`src/rtl/debounce_scheduler_if.sv`:
```
// Raw button inputs and debounced results exchanged between the board side and
// the shared-timer debouncer.
interface debounce_scheduler_if #(
    parameter int N = 4
);
    localparam int PW = (N > 1) ? $clog2(N) : 1;

    logic [N-1:0]  rawIn;
    logic [N-1:0]  level;
    logic [N-1:0]  pressed;
    logic          busy;
    logic [PW-1:0] chan;

    modport master (output rawIn, input level, pressed, busy, chan);
    modport slave  (input rawIn, output level, pressed, busy, chan);
endinterface

```
`src/rtl/debounce_scheduler.sv`:
```
// One debounce timer shared round-robin across N raw inputs; a changed channel
// holds the timer until its new value is stable for maxCount clocks or bounces.
module debounce_scheduler #(
    parameter int          N        = 4,
    parameter logic [25:0] maxCount = 26'd5000
) (
    input  logic                 clock,
    input  logic                 reset,
    debounce_scheduler_if.slave  bus
);
    localparam int PW = (N > 1) ? $clog2(N) : 1;

    typedef enum logic {SCAN, QUALIFY} state_e;

    state_e        state_q, state_d;
    logic [PW-1:0] ptr_q, ptr_d;
    logic [25:0]   delay_q, delay_d;
    logic          cand_q, cand_d;
    logic [N-1:0]  level_q, level_d;
    logic [N-1:0]  pressed_q, pressed_d;
    logic          busy_q, busy_d;
    logic [PW-1:0] ptr_inc;
    logic          sample;

    // Explicit wrap so non-power-of-two N never visits an unused slot.
    assign ptr_inc = (ptr_q == PW'(N - 1)) ? '0 : ptr_q + PW'(1);
    assign sample  = bus.rawIn[ptr_q];

    always_comb begin
        state_d   = state_q;
        ptr_d     = ptr_q;
        delay_d   = delay_q;
        cand_d    = cand_q;
        level_d   = level_q;
        pressed_d = '0;
        busy_d    = busy_q;
        case (state_q)
            SCAN: begin
                if (sample != level_q[ptr_q]) begin
                    cand_d  = sample;
                    delay_d = maxCount;
                    busy_d  = 1'b1;
                    state_d = QUALIFY;
                end else begin
                    ptr_d = ptr_inc;
                end
            end
            QUALIFY: begin
                // A mismatch wins even in the final delay==0 cycle.
                if (sample != cand_q) begin
                    busy_d  = 1'b0;
                    ptr_d   = ptr_inc;
                    state_d = SCAN;
                end else if (delay_q != 26'd0) begin
                    delay_d = delay_q - 26'd1;
                end else begin
                    level_d[ptr_q]   = cand_q;
                    pressed_d[ptr_q] = cand_q;
                    busy_d           = 1'b0;
                    ptr_d            = ptr_inc;
                    state_d          = SCAN;
                end
            end
        endcase
    end

    always_ff @(posedge clock or negedge reset) begin
        if (!reset) begin
            state_q   <= SCAN;
            ptr_q     <= '0;
            delay_q   <= '0;
            cand_q    <= 1'b0;
            level_q   <= '0;
            pressed_q <= '0;
            busy_q    <= 1'b0;
        end else begin
            state_q   <= state_d;
            ptr_q     <= ptr_d;
            delay_q   <= delay_d;
            cand_q    <= cand_d;
            level_q   <= level_d;
            pressed_q <= pressed_d;
            busy_q    <= busy_d;
        end
    end

    assign bus.level   = level_q;
    assign bus.pressed = pressed_q;
    assign bus.busy    = busy_q;
    assign bus.chan    = ptr_q;
endmodule

```
`src/flat_wrapper.sv`:
```
// flat-port wrapper written by rule: the top's interface ports become plain ports
module debounce_scheduler_flat 
#(
    parameter int          N        = 4,
    parameter logic [25:0] maxCount = 26'd5000
)
  (clock, reset, bus_rawIn, bus_level, bus_pressed, bus_busy, bus_chan);
  debounce_scheduler_if #(.N(N)) bus_i ();
  input  logic clock;
  input  logic reset;
  input wire logic [$bits(bus_i.rawIn)-1:0] bus_rawIn;
  output wire logic [$bits(bus_i.level)-1:0] bus_level;
  output wire logic [$bits(bus_i.pressed)-1:0] bus_pressed;
  output wire logic [$bits(bus_i.busy)-1:0] bus_busy;
  output wire logic [$bits(bus_i.chan)-1:0] bus_chan;
  assign bus_i.rawIn = bus_rawIn;
  assign bus_level = bus_i.level;
  assign bus_pressed = bus_i.pressed;
  assign bus_busy = bus_i.busy;
  assign bus_chan = bus_i.chan;
  debounce_scheduler #(.N(N), .maxCount(maxCount)) u_core (.clock(clock), .reset(reset), .bus(bus_i));
endmodule
```
`config.mk`:
```
export PLATFORM = sky130hd
export DESIGN_NAME = debounce_scheduler_flat
export DESIGN_NICKNAME = d
export VERILOG_FILES = /design/src/rtl/debounce_scheduler_if.sv /design/src/rtl/debounce_scheduler.sv /design/src/flat_wrapper.sv
export SDC_FILE = /design/constraint.sdc
export NUM_CORES = 1
export LEC_CHECK = 0
export ABC_AREA = 1
export CAP_MARGIN = 10
export CORE_MARGIN = 3
export CORE_UTILIZATION = 50
export DETAILED_ROUTE_END_ITERATION = 16
export GPL_ROUTABILITY_DRIVEN = 0
export PLACE_DENSITY_LB_ADDON = 0.15
export SLEW_MARGIN = 15
export SYNTH_ARGS = -nofsm -noshare
export SYNTH_HDL_FRONTEND = slang
export SYNTH_SLANG_ARGS = --single-unit
```
`constraint.sdc`:
```
create_clock -name clock -period 2.1 [get_ports clock]
set_clock_uncertainty 0.15 [all_clocks]
set_input_delay 0.315 -clock clock [delete_from_list [all_inputs] [get_ports clock]]
set_output_delay 0.315 -clock clock [all_outputs]
set_load 0.005 [all_outputs]
```
Word-level counts from Yosys, hierarchy flattened
Cells that the tools add are included.
{ "op_classes": {"add_sub_neg": 2, "n_lt_le_gt_ge": 2, "eq_ne": 8, "muxes": 27, "bitwise_logic": 4, "n_reduce_logical": 7} }
{ "ops": {"columns": ["operator", "n"], "rows": [
  ["two-way mux 26 bit", 3],
  ["case mux 26 bit (2 select lines)", 1],
  ["nonzero test 26 bit", 1],
  ["subtractor 26 x 1 -> 26 bit, second input constant", 1],
  ["two-way mux 4 bit", 3],
  ["two-way mux 1 bit", 9],
  ["two-way mux 2 bit", 4],
  ["!= test 2 bit, second input constant", 3],
  ["AND reduction 2 bit", 3],
  ["AND reduction 3 bit", 2],
  ["AND 4 bit", 1],
  ["binary-select mux 1 bit (select 2 bit)", 2],
  ["bitwise mux 4 bit", 1],
  ["case mux 1 bit (2 select lines)", 2],
  ["case mux 2 bit (2 select lines)", 1],
  ["less-than comparator 2 x 3 -> 1 bit, second input constant", 1],
  ["!= test 3 bit, second input constant", 1],
  ["inverter 1 bit", 3],
  ["adder 2 x 1 -> 2 bit, second input constant", 1],
  ["demux 1 bit (select 2 bit)", 1],
  ["== test 2 bit, second input constant", 1],
  [">= comparator 2 x 1 -> 1 bit, second input constant", 1],
  ["!= test 1 bit", 2],
  ["!= test 2 x 1 -> 1 bit, second input constant", 1],
  ["logical AND 1 bit", 1]
]} }
{ "totals": {"reg_bits": 39, "input_bits": 6, "output_inout_bits": 11, "word_cells": 57} }

Logic depth before layout (Yosys ltp)
Gate-level depths: netlist (run 1).
{ "logic_depth": {"ltp_word": 8, "depth_mapped": 12, "depth_no_buf": 11} }

Worst setup path before layout (run 1)
Ideal clock, no wire load.
{ "synth_path": {"path_kind": "reg2reg", "start": "register u_core.delay_q[0]", "end": "register u_core.delay_q[18]", "setup_time_ps": 65, "arrival_time_ps": 1600, "t_required_ps": 1885, "slack_ps": 286, "stages_incl_launch_ff": 13, "path_buffers": 2, "synth_period_minus_slack_ps": 1814, "path_cell_list": "dfrtp_1 -> inv_1 -> ha_1 -> nand2_2 -> inv_2 -> nand2_1 -> nor2_1 -> nand2_1 -> nand3_4 -> buf_6 -> buf_12 -> nand3_2 -> nand2_1"} }
{ "synth_between": {"elab_chain_cells": 4, "elab_cells_between_ends": 7, "classes_between": "add/sub: 1; eq/ne: 1; mux: 3; reduce/logical: 2"} }
{ "synth_rtl": {"columns": ["item", "line_no", "source"], "rows": [
  ["start, declared", "debounce_scheduler.sv:17", "logic [25:0] delay_q, delay_d;"],
  ["start signal, assigned", "debounce_scheduler.sv:79", "delay_q <= delay_d;"],
  ["subtractor 26 x 1 -> 26 bit", "debounce_scheduler.sv:55", "delay_d = delay_q - 26'd1;"],
  ["two-way mux 26 bit", "debounce_scheduler.sv:54", "end else if (delay_q != 26'd0) begin"],
  ["two-way mux 26 bit", "debounce_scheduler.sv:50", "if (sample != cand_q) begin"],
  ["case mux 26 bit (2 select lines)", "debounce_scheduler.sv:37", "case (state_q)"]
]} }
Parallel ways exist; a longest one is shown, timed or not. The select of a mux whose other input is x is not followed.
A chain may end at the register's enable or synchronous reset.

Final worst setup path (run 1)
{ "layout_path": {"start": "register u_core.delay_q[0]", "end": "register u_core.delay_q[1]"} }
The elaborated chain is that of the path after synthesis.

==> flow_metrics.py, run 1 <==
metrics = {
    "outcome": {
        "status": "finished clean",
    },
    "yosys": {
        "syn-cell-area_um2": 2620,
        "synth_most_common_cell": "sky130_fd_sc_hd__nand2_1",
        "async_reset_ff_frac": 1.00,
        "synth_seq_area_share": 0.372,
        "synthesis.nets": 392,
        "instance_count_of_the_mapped_netlist": 381,
        "synth_top_cells_by_count": "sky130_fd_sc_hd__nand2_1 (137), sky130_fd_sc_hd__nor2_1 (61), sky130_fd_sc_hd__nand3_1 (43)",
        "synth_top_cell_by_area": "sky130_fd_sc_hd__dfrtp_1",
        "yosysTopAreaCellShare": 0.372,
        "synth_top_flop_cell": "sky130_fd_sc_hd__dfrtp_1",
        "post_synth.cell_area_avg_um2": 6.88,
        "synthTopCellsByArea": "sky130_fd_sc_hd__dfrtp_1 (37%), sky130_fd_sc_hd__nand2_1 (20%), sky130_fd_sc_hd__nor2_1 (8.7%)",
        "postSynthRegisterBits": 39,
        "number_of_enable_flip_flop_cells_after_synthesis": 0,
        "synth_cell_types": 25,
        "synth-warning-count": 0,
    },
    "setup_path": {
        "criticalPathCategory": "reg2reg",
        "critical_path.reg2reg.startpoint": "u_core.delay_q[0]",
        "list_of_cells_traversed_by_the_critical_path": "inv_2, ha_1, nand2_2, inv_4, nand2_1, nor2_1, nand2_2, nand3_4, buf_12, inv_1, nand2_1, nand2_1",
        "cp.buffers_inverters": 4,
        "cp_startpoint_kind": "register",
        "worst-endpoint-required_ns": 2.14,
        "crit_top_cell": "sky130_fd_sc_hd__nand2_1",
        "crit_start": "u_core.delay_q[0]",
        "critPathArrivalTime_ns": 2.01,
        "largest_stage_delay_on_the_critical_path_ns": 0.40,
        "endpoint_kind": "register",
        "crit_path_max_fanout": 12,
        "critical-path-slowest-cell": "sky130_fd_sc_hd__dfrtp_1",
        "cpLargestDelayFamily": "simple AND/OR/NAND/NOR gates",
    },
    "clock_network": {
        "cts-buffers-inserted": 5,
        "clkTransAtPathRegs_ns": 0.08,
        "tritoncts": "done",
        "clock_tree.root_cell": "sky130_fd_sc_hd__clkbuf_8",
        "cts_htree_levels": 2,
        "cts-root-to-sink-buffers": 2,
        "numClockSinks": 39,
        "worstSkewPairLatency_ns": 0.30,
    },
    "layout": {
        "finish.net_count": 421,
        "drive_above_1_share": 0.136,
        "post_layout_inst_area_um2": 3050,
        "area_growth_pct": 16.5,
        "antenna_cells_inserted": 0,
        "fillerInstances": 454,
    },
    "die": {
        "fp.dieW_um": 78.4,
        "die-height_um": 78.4,
        "placeableCoreArea_um2": 4880,
        "initial_utilization": 0.537,
        "pin_count": 17,
        "die_ar_um2": 6150,
        "std_cell_rows": 25,
    },
    "sta": {
        "final_number_of_max_transition_violations": 0,
        "hold_violations_final": 0,
        "relSlewSlack": 0.540,
        "transition_time_at_the_pin_with_the_least_slew_margin_ns": 0.691,
        "layout_setup_ws_ns": 0.125,
        "hold_ws_ns": 0.364,
        "period_share": 0.940,
        "fin_crit_ns": 1.97,
        "max_clock_freq_mhz": 506,
        "timing.final.setup_violations": 0,
    },
    "route": {
        "drt-initial-drc-count": 165,
        "detailroute.via_count": 2437,
        "length_of_the_first_detailed_routing_pass_in_iterations": 4,
        "detail_route.wl_per_cell_um": 13.0,
        "route.detailed.vias_per_inst": 5.10,
        "remaining_drc_errors": 0,
        "finalWirelength_mm": 6.21,
        "drtAntennaViolNets": 0,
    },
    "min_path": {
        "hp-class": "reg2reg",
        "timing.hold.worst.start": "u_core.bus.level[3]",
    },
    "global_routing": {
        "antenna_found_initial": 0,
        "global_route_congestion_overflow_total": 0,
        "grtUsageTotal": 0.215,
        "first_global_vias": 2341,
        "grt_pass1_wl_mm": 10.7,
        "pin_count_of_the_biggest_net_entering_global_routing": 30,
    },
    "power": {
        "irDropWorstVdd_uv": 898,
        "power_density_nw_per_um2": 1430,
        "p_leak_nw": 1.62,
    },
    "placement": {
        "dp_hpwl_mm": 4.41,
        "placed_area_um2": 2880,
        "number_of_buffers_added_on_ports": 16,
        "dpl_worst_slack_ns": 0.0563,
    },
    "job": {
        "max_cap_violations": 0,
    },
}
per-stage QoR:
stage | setup TNS, ns | utilization | power (mW) | instances
final | 0 | 0.626 | 4.36 | 478
after global routing | -0.354 | 0.626 | 4.73 | 478
after global placement | 0 | 0.590 | 3.51 | 466
after floorplan | 0 | - | 2.98 | 381
after CTS | 0 | 0.616 | 4.23 | 475
after detailed placement | 0 | 0.590 | 3.55 | 466
final cells by class:
| cell class | count | area [µm²] | share of cell area |
|---|---|---|---|
| multi-input cells | 299 | 1450 | 0.476 |
| flip-flops and latches | 39 | 977 | 0.320 |
| repair buffers | 32 | 294 | 0.0963 |
| inverters | 33 | 126 | 0.0414 |
| well taps | 67 | 83.8 | 0.0275 |
| clock buffers | 6 | 82.6 | 0.0270 |
| clock inverters | 2 | 35.0 | 0.0115 |
kinds of logic (layout without fill, tap and decap cells):
| group | after synthesis | in the layout | share of synthesized area |
|---|---|---|---|
| compound gates | 3 | 3 | 0.00716 |
| flops | 39 | 39 | 0.372 |
| simple gates | 281 | 282 | 0.485 |
| fa+ha+maj | 5 | 5 | 0.0239 |
| xor+xnor | 9 | 9 | 0.0301 |
| buf+inv | 44 | 73 | 0.0816 |
layout by cell type (no fill, tap or decap), drive strengths merged:
master,instances
clkbuf,6
dlygate4sd3,1
o21ai,2
ha,5
buf,16
or2,4
nor3,2
nand2,143
bufinv,1
nor2,64
xnor2,2
clkdlybuf4s50,15
inv,33
nand4,12
clkinv,1
nand3,57
a21oi,1
dfrtp,39
xor2,7
tightest hold or removal path, delay by kind of cell (launching register included):
kind | cells | cell delay (ns)
DFF | 1 | 0.38
and+or+nand+nor | 2 | 0.11
routing by layer:
layer | track usage | part of all wire | up-vias
li1 | - | - | 1257
met1 | 0.276 | 0.45 | 1110
met2 | 0.370 | 0.49 | 63
met3 | 0.0367 | 0.051 | 7
met4 | 0.0612 | 0.011 | 0
met5 | 0 | 0 | -
worst paths after layout:
path,end,slack (ns),cells past startpoint
worst min register to register,u_core.bus.level[3],0.36,2
worst max register to register,u_core.delay_q[1],0.13,12
max in group asynchronous,u_core.bus.chan[0],0.75,3
worst min-delay path,u_core.bus.level[3],0.36,2
min in group asynchronous,u_core.delay_q[16],0.44,2
worst max-delay path,u_core.delay_q[1],0.13,12
state kept, by name, summed over array words and instances, names as in the netlist:
name	count
u_core.bus.chan	2
u_core.bus.pressed	4
u_core.state_q	1
u_core.delay_q	26
u_core.bus.level	4
u_core.bus.busy	1
u_core.cand_q	1
power breakdown:
group | switching [mW] | internal, mW | leakage, nW
sequential | 0.245 | 0.945 | 0.517
clock | 0.282 | 0.385 | 0.0612
combinational | 1.63 | 0.871 | 1.05
timing repair:
action / CTS / global route
buffers inserted: 0 / 2
setup endpoints to repair: 0 / 28
hold buffers: 1 / 0
endpoints found under the hold margin: 27 / 0
resized for setup: 0 / 6
Note: power is estimated with default switching activity, not from simulation.
==> run 2: changes to the inputs <==
Settings changed: CTS_BUF_LIST from default to sky130_fd_sc_hd__clkbuf_8 sky130_fd_sc_hd__clkbuf_16, SLEW_MARGIN 15 to 5.
==> results of run 2 <==
Same layout as run 1: the final DEF is identical, and so are final timing and power.
==> run 3: changes to the inputs <==
Settings changed: ABC_CLOCK_PERIOD_IN_PS from default to 2550.
Clock period 2.1 ns to 2.55 ns, I/O delays scaled along.
==> run 3 against run 2 <==
Against the previous run:
- clock-buffer cell count increased by 1
- die area unchanged
- largest power group unchanged
- maximum frequency decreased by 7.4%
- clock power decreased by 32%
- non-clock buffer count decreased by 11
- final cell count decreased by 2.5%
- total power decreased by 25%
- worst setup slack improved by 0.29 ns
- hold slack got worse by 0.30 ns
- sequential share of layout area increased by 1.6 points
- highest routed layer unchanged
==> flow_metrics.py, run 3 (synthesis results as in run 1) <==
metrics = {
    "outcome": {
        "status": "finished clean",
    },
    "layout": {
        "drive_above_1_share": 0.103,
        "final-seq-area_um2": 976,
        "most_common_cell_after_layout_fill_and_taps_aside": "sky130_fd_sc_hd__nand2_1",
        "finish.net_count": 409,
        "fillerInstances": 460,
        "layout_common_cells": "sky130_fd_sc_hd__nand2_1 (137), sky130_fd_sc_hd__nor2_1 (61), sky130_fd_sc_hd__nand3_1 (43), sky130_fd_sc_hd__dfrtp_1 (39), sky130_fd_sc_hd__inv_1 (32)",
        "multiInputGateArea_um2": 1430,
        "area_growth_pct": 10.9,
        "antenna_cells_inserted": 0,
        "top_register": "u_core.delay_q",
        "largest_register_ffs": 26,
    },
    "route": {
        "finalWirelength_mm": 6.01,
        "detail_route.wl_per_cell_um": 12.9,
        "route.detailed.vias_per_inst": 5.11,
        "drtAntennaViolNets": 0,
        "remaining_drc_errors": 0,
        "detailroute.via_count": 2383,
        "length_of_the_first_detailed_routing_pass_in_iterations": 4,
        "drt-initial-drc-count": 170,
    },
    "global_routing": {
        "grt_pass1_wl_mm": 10.8,
        "grtUsageTotal": 0.221,
        "antenna_found_initial": 0,
        "global_route_congestion_overflow_total": 0,
        "first_global_vias": 2331,
        "pin_count_of_the_biggest_net_entering_global_routing": 40,
    },
    "sta": {
        "final_number_of_max_transition_violations": 0,
        "relSlewSlack": 0.409,
        "fin_crit_ns": 2.13,
        "period_share": 0.837,
        "hold_ws_ns": 0.0648,
        "timing.final.setup_violations": 0,
        "hold_violations_final": 0,
        "transition_time_at_the_pin_with_the_least_slew_margin_ns": 0.887,
        "max_clock_freq_mhz": 469,
        "grt_setup_unrepaired": "no",
        "tns_ns": 0,
    },
    "setup_path": {
        "endpoint_kind": "register",
        "critPathArrivalTime_ns": 2.16,
        "critical_path.reg2reg.startpoint": "u_core.delay_q[0]",
        "rrSetupSlack_ns": 0.42,
        "r2r_end": "u_core.delay_q[23]",
        "criticalPathCategory": "reg2reg",
        "timing.reg2reg.worst_path_depth": 11,
        "worst-endpoint-required_ns": 2.58,
        "crit_path_max_fanout": 27,
        "cp_startpoint_kind": "register",
    },
    "clock_network": {
        "cts_htree_levels": 2,
        "cts-buffers-inserted": 5,
        "clock_tree.root_cell": "sky130_fd_sc_hd__clkbuf_8",
        "numClockSinks": 39,
        "post-cts-setup-buffer-count": 0,
        "cts_hold_repair.buffers": 0,
        "tritoncts": "done",
        "cts_resized": 0,
        "cts-root-to-sink-buffers": 2,
        "clkTransAtPathRegs_ns": 0.08,
        "worstSkewPairLatency_ns": 0.29,
    },
    "job": {
        "max_cap_violations": 0,
    },
    "power": {
        "irDropWorstVdd_uv": 674,
        "total_power_mw": 3.28,
        "p_leak_nw": 1.55,
        "power_density_nw_per_um2": 1130,
    },
    "min_path": {
        "hp-class": "in2async",
    },
    "die": {
        "std_cell_rows": 25,
        "placeableCoreArea_um2": 4880,
        "fp.dieW_um": 78.4,
        "initial_utilization": 0.537,
        "die-height_um": 78.4,
        "pin_count": 17,
        "die_ar_um2": 6150,
    },
    "placement": {
        "number_of_buffers_added_on_ports": 16,
        "dp_hpwl_mm": 4.29,
    },
}
run 3: per-layer routing:
layer	part of all wire	GRT usage	routed length [µm]
met1	0.49	0.308	2930
met4	0.014	0.0647	83
met3	0.053	0.0378	321
met2	0.44	0.354	2670
met5	0	0	0
run 3: final cells by class:
type / instances / share of cell area
Sequential cell: 39 / 0.336
Inverter: 33 / 0.0426
Tap cell: 67 / 0.0288
Timing Repair Buffer: 21 / 0.0663
Clock buffer: 7 / 0.0331
Multi-Input combinational cell: 298 / 0.492
Clock inverter: 1 / 0.00129
run 3: per-stage QoR:
step           setup slack (ns)   util  cell area [µm²]  std cells
3_5_place_dp              0.380  0.575             2810        458
5_1_grt                   0.186  0.596             2910        466
4_1_cts                   0.415  0.596             2910        466
2_1_floorplan             0.736      -             2620        381
3_3_place_gp              0.406  0.575             2810        458
6_report                  0.417  0.596             2910        466
run 3: worst max-delay path, stage by stage, from the launching register on:
cell,delay [ns]
sky130_fd_sc_hd__dfrtp_1,0.39
sky130_fd_sc_hd__inv_1,0.11
sky130_fd_sc_hd__ha_1,0.28
sky130_fd_sc_hd__nand2_2,0.11
sky130_fd_sc_hd__inv_2,0.10
sky130_fd_sc_hd__nand2_1,0.09
sky130_fd_sc_hd__nor2_1,0.10
sky130_fd_sc_hd__nand2_1,0.10
sky130_fd_sc_hd__nand3_4,0.18
sky130_fd_sc_hd__nand2_4,0.23
sky130_fd_sc_hd__nand2_1,0.13
sky130_fd_sc_hd__nand2_1,0.06
run 3: worst max-delay path by stage:
stage                              end               from  cells after the start
finish              u_core.delay_q[23]  u_core.delay_q[0]                     11
global route         u_core.delay_q[7]  u_core.delay_q[0]                     11
CTS                 u_core.delay_q[23]  u_core.delay_q[0]                     11
detailed placement   u_core.delay_q[4]       bus_rawIn[1]                      9
global placement    u_core.delay_q[10]       bus_rawIn[3]                      9
floorplan           u_core.delay_q[18]  u_core.delay_q[0]                     12
run 3: report_power, final:
| part | leakage [nW] | internal (mW) | switching [mW] |
|---|---|---|---|
| clock | 0.0557 | 0.243 | 0.211 |
| combinational | 0.979 | 0.589 | 1.24 |
| sequential | 0.518 | 0.777 | 0.223 |
